File: config.mk
export PLATFORM = sky130hd
export DESIGN_NAME = rf_ctrl
export DESIGN_NICKNAME = d
export VERILOG_FILES = /design/src/rtl/rf_ctrl.sv
export SDC_FILE = /design/constraint.sdc
export NUM_CORES = 1
export LEC_CHECK = 0
export CAP_MARGIN = 20
export CORE_ASPECT_RATIO = 1.25
export CORE_MARGIN = 5
export CORE_UTILIZATION = 62
export CTS_CLUSTER_SIZE = 12
export DETAILED_ROUTE_END_ITERATION = 6
export HOLD_SLACK_MARGIN = 0.03
export PLACE_DENSITY = 0.8
export SLEW_MARGIN = 10
export SYNTH_ARGS = -nofsm -noshare
export SYNTH_HDL_FRONTEND = slang
export SYNTH_SLANG_ARGS = --single-unit
File: constraint.sdc
create_clock -name clk -period 3.95 [get_ports clk]
set_clock_uncertainty 0.05 [all_clocks]
set_input_delay 0.79 -clock clk [delete_from_list [all_inputs] [get_ports clk]]
set_output_delay 0.79 -clock clk [all_outputs]
set_load 0.03 [all_outputs]
File: src/rtl/rf_ctrl.sv
// 32x32 register file with a self-initialising INIT sequence and a
// two-requester round-robin arbiter sharing the single write port.
module rf_ctrl (
    input  logic        clk,
    input  logic        rst,
    input  logic [4:0]  Address1,
    input  logic [4:0]  Address2,
    output logic [31:0] Source1,
    output logic [31:0] Source2,
    input  logic        wr_req0,
    input  logic        wr_req1,
    input  logic [4:0]  wr_addr0,
    input  logic [4:0]  wr_addr1,
    input  logic [31:0] wr_data0,
    input  logic [31:0] wr_data1,
    output logic        wr_gnt0,
    output logic        wr_gnt1,
    output logic        ready
);

    typedef enum logic {INIT = 1'b0, RUN = 1'b1} state_t;

    typedef struct packed {
        logic        req;
        logic [4:0]  addr;
        logic [31:0] data;
    } wr_req_t;

    localparam logic [31:0] INIT_TABLE [32] = '{
        32'd21,   32'd444,  32'd178,  32'd365,  32'd33,   32'd89,   32'd49,   32'd11,
        32'd347,  32'd44,   32'd1000, 32'd2000, 32'd71,   32'd38,   32'd19,   32'd51,
        32'd663,  32'd1871, 32'd364,  32'd1110, 32'd197,  32'd180,  32'd1,    32'd619,
        32'd42,   32'd43,   32'd831,  32'd39,   32'd734,  32'd92,   32'd3456, 32'd1234
    };

    state_t      state, state_nxt;
    logic [4:0]  cnt;
    logic        ptr;
    logic [1:0]  gnt;
    logic        we;
    logic [4:0]  waddr;
    logic [31:0] wdata;
    logic [31:0] regs [32];
    wr_req_t     rq [2];

    assign rq[0] = '{req: wr_req0, addr: wr_addr0, data: wr_data0};
    assign rq[1] = '{req: wr_req1, addr: wr_addr1, data: wr_data1};

    always_comb begin
        state_nxt = state;
        gnt       = 2'b00;
        we        = 1'b0;
        waddr     = cnt;
        wdata     = INIT_TABLE[cnt];
        case (state)
            INIT: begin
                we = 1'b1;
                if (cnt == 5'd31)
                    state_nxt = RUN;
            end
            RUN: begin
                // Contention goes to ptr; a lone requester wins regardless of ptr.
                if (rq[0].req && rq[1].req)
                    gnt = ptr ? 2'b10 : 2'b01;
                else
                    gnt = {rq[1].req, rq[0].req};
                if (gnt[1]) begin
                    we    = 1'b1;
                    waddr = rq[1].addr;
                    wdata = rq[1].data;
                end else if (gnt[0]) begin
                    we    = 1'b1;
                    waddr = rq[0].addr;
                    wdata = rq[0].data;
                end
            end
            default: state_nxt = INIT;
        endcase
    end

    always_ff @(posedge clk) begin
        if (rst) begin
            state <= INIT;
            cnt   <= 5'd0;
            ptr   <= 1'b0;
        end else begin
            state <= state_nxt;
            if (state == INIT)
                cnt <= cnt + 5'd1;
            // Pointer moves to the loser: granting 0 points at 1 and vice versa.
            if (gnt != 2'b00)
                ptr <= gnt[0];
        end
    end

    // Storage is deliberately not reset; INIT rewrites every entry.
    always_ff @(posedge clk) begin
        if (!rst && we)
            regs[waddr] <= wdata;
    end

    assign wr_gnt0 = gnt[0];
    assign wr_gnt1 = gnt[1];
    assign ready   = (state == RUN);
    assign Source1 = (state == RUN) ? regs[Address1] : 32'd0;
    assign Source2 = (state == RUN) ? regs[Address2] : 32'd0;

endmodule

==> reports/summary.txt <==
Post-Syn Area - 49,000 µm²
vias per cell - 7.90
GR Overflow Total - 0
Final period util - 98.4%
share of cells above drive strength 1 - 42.8%
global-route wire length before repair - 217 mm
RSZ-0062 raised after global routing - no
post-DR wirelength/cell - 39.4 µm
Comb pwr share - 9.3%
CP cell instances - buf_8 -> buf_12 -> buf_4 -> mux4_2 -> mux2_2 -> o221ai_1 -> a21oi_1 -> buf_4
clock sinks - 1,031
clock-pin slew on the worst setup and hold paths - 0.06 ns
DRT Wirelength - 152 mm
hold path depth - 2
Slew Limit Fails - 0
Remaining DRCs - 0
Clk pwr share - 37.1%
Synth area leaders - edfxtp_1 (63%), mux4_2 (24%), mux2_2 (3.4%)
setup TNS - 0 ns
area leader, netlist - edfxtp_1
Final Hold Fails - 0
Syn. warnings - 0
Hold Path Origin - ptr$_SDFFE_PP0P_
diodes inserted - 0
worst setup path class - input port to primary output
CTS hold repair buffers - 0
deepest level of the CTS H-tree - 3
Lkg Pwr - 18.0 nW
syn avg cell area - 20.0 µm²
via count - 30.5k
largest net degree at the start of global routing - 48
Rows - 115
CTS root buf - clkbuf_16
GPL Wtd Cong - 0.881
Max rail drop VDD - 0.327 mV
Worst Path Max Fanout - 27
area grow syn2layout - 17.3%
# IOs - 155
Detailed Place HPWL - 91.5 mm
DIE WIDTH - 261 µm
NetSw - 5.01 mW
1st-pass router iterations - 6
fin util - 73.1%
Yosys cell types - 49
HP Class - flop to flop
Initial Utilization - 62.3%
area of the die - 84,700 µm²
status - completed
Hold WS - 0.518 ns
MaxCap Viol Count - 0
pwr/cell area - 394 nW/µm²
share of the yosys chip area belonging to registers - 63.1%
critical path depth - 8
Post-synth EDFFs - 1,024
pre-CTS WS - 0.112 ns
Final ANT Viol Nets - 0
sequential fraction of design power - 53.6%
Slew @ Worst Pin - 1.02 ns
top-area cell type share of the netlist area - 62.8%
Layout Nets - 2,871
port bufs - 154
CP arrival - 3.05 ns
Slowest cell on crit path - mux4_2
post-CTS sizing - 0
Top FF cell, synth - edfxtp_1
Tmin final - 3.89 ns
CTS max path bufs - 3
R2R cell count - 6
Initial DRC Count - 4,783
setup ws final - 0.0641 ns
delay-heaviest family, CP - buffers and inverters
TritonCTS Buffers - 99
Cells after Synth - 2,442
Critical Path Start - Address2[1]
area of the core - 78,600 µm²
CP most frequent cell - buf_4
Int Power - 17.6 mW
Reg2Reg Launch Point - ready$_SDFF_PP0_
Final setup viols - 0
crit end category - primary output
Die Y - 324 µm
Yosys reg bits - 1,031
dpl cell area - 54,700 µm²
crit start category - input port
worst path bufs/invs - 4
normalized max-slew margin - 31.7%
Switching Share - 22.1%
Worst-Skew Late Latency - 0.65 ns
Setup Buffers After CTS - 0
Async SR Flop Fraction - 0%
Net Count, Synth - 2,541
antenna violations before repair - 3
GRT Total Usage - 36.1%
Max Clock Freq - 0.257 GHz
Worst EP required - 3.11 ns
worst stage delay on the critical path - 0.51 ns
fin area - 57,400 µm²
CTS tree - done
vias in the first global route - 31.4k
[area by class of cell]
type                            count  area [µm²]
Multi-Input combinational cell   1195       17200
Timing Repair Buffer              438        5310
Fill cell                        4368       21100
Clock inverter                     15        78.8
Clock buffer                      117        2590
Tap cell                         1053        1320
Inverter                            7        26.3
Sequential cell                  1031       30900
[layout by cell type, fill, tap and decap left out, types with 6 or more instances in the layout]
master,synthesis,routed
mux2i_1,56,56
mux2_2,146,146
a22oi_1,20,20
buf_4,12,206
nand2_1,35,35
a221oi_1,29,29
buf_12,0,142
a211oi_1,9,9
dfxtp_1,7,6
a21oi_1,59,59
clkdlybuf4s50_1,0,78
edfxtp_1,1024,1024
a22o_1,22,20
clkbuf_16,0,101
ha_1,11,11
inv_1,6,6
o221ai_1,64,64
buf_8,0,6
nor2_4,0,32
mux4_2,512,512
clkbuf_1,87,16
o21ai_0,10,6
nor2_1,105,71
a221oi_2,19,19
clkinv_1,1,12
nand3_1,9,9
nor2b_1,13,11
a31oi_1,24,19
[cell usage after synthesis, drive strengths merged, types with 4 or more instances]
cell type and count:
edfxtp 1024, mux4 512, mux2 146, buf 122
nor2 108, clkbuf 87, o221ai 64, a21oi 59
mux2i 56, a221oi 48, nand2 35, a31oi 24
a22o 22, a22oi 20, nor2b 13, ha 11
o21ai 10, a211oi 9, nand3 9, dfxtp 7
inv 6, nand2b 5, nor3 5, o211ai 4
o311ai 4, o32ai 4
[path summary, 6_finish.rpt]
check                          end  slack (ns)
min reg2reg       ptr$_SDFFE_PP0P_        0.52
min               ptr$_SDFFE_PP0P_        0.52
max reg2reg  regs[29][4]$_DFFE_PP_        0.92
max                     Source2[7]        0.06
[per-stage QoR]
step | instances | power, mW
4_1_cts | 3854 | 22.6
6_report | 3856 | 22.6
2_1_floorplan | 2442 | 13.6
3_3_place_gp | 3722 | 14.3
3_5_place_dp | 3722 | 14.4
5_1_grt | 3856 | 23.2
[registers in the layout (all words and copies together) (netlist names)]
signal and count:
ready 1, cnt 5, ptr 1, regs 1024
[kinds of logic (layout without fill, tap and decap cells)]
| logic type | count (synthesis) | in the layout | synth area share (%) |
|---|---|---|---|
| AO/OA/AOI/OAI | 281 | 281 | 4.51 |
| flip-flops | 1031 | 1031 | 63.1 |
| AND/OR/NAND/NOR | 187 | 187 | 1.65 |
| XOR/XNOR | 2 | 2 | 0.0358 |
| multiplexers | 714 | 714 | 28.1 |
| adder cells (fa/ha/maj) | 11 | 11 | 0.281 |
| buffers and inverters | 216 | 577 | 2.36 |
[worst min-delay path: cells and delay by family, from the launching register on]
family	cells	cell delay (ns)
DFF	1	0.35
AOI/OAI and AO/OA	2	0.17
[power by group through the flow]
stage / registers, mW / logic [mW] / clock network, mW
floorplan: 12.3 / 1.28 / 0
global placement: 12.3 / 2.01 / 0
detailed placement: 12.3 / 2.06 / 0
CTS: 12.1 / 2.08 / 8.43
global route: 12.1 / 2.19 / 8.89
finish: 12.1 / 2.11 / 8.40
[routing by layer]
layer,share of wire (%),global-route usage [%],routed length [µm],up-vias
li1,-,-,-,11300
met1,31,46.3,47300,15600
met2,49,58.4,74200,2914
met3,13,8.09,20000,650
met4,6.9,19.8,10500,4
met5,0.014,0,22,-
Note: power is estimated with default switching activity, not from simulation.
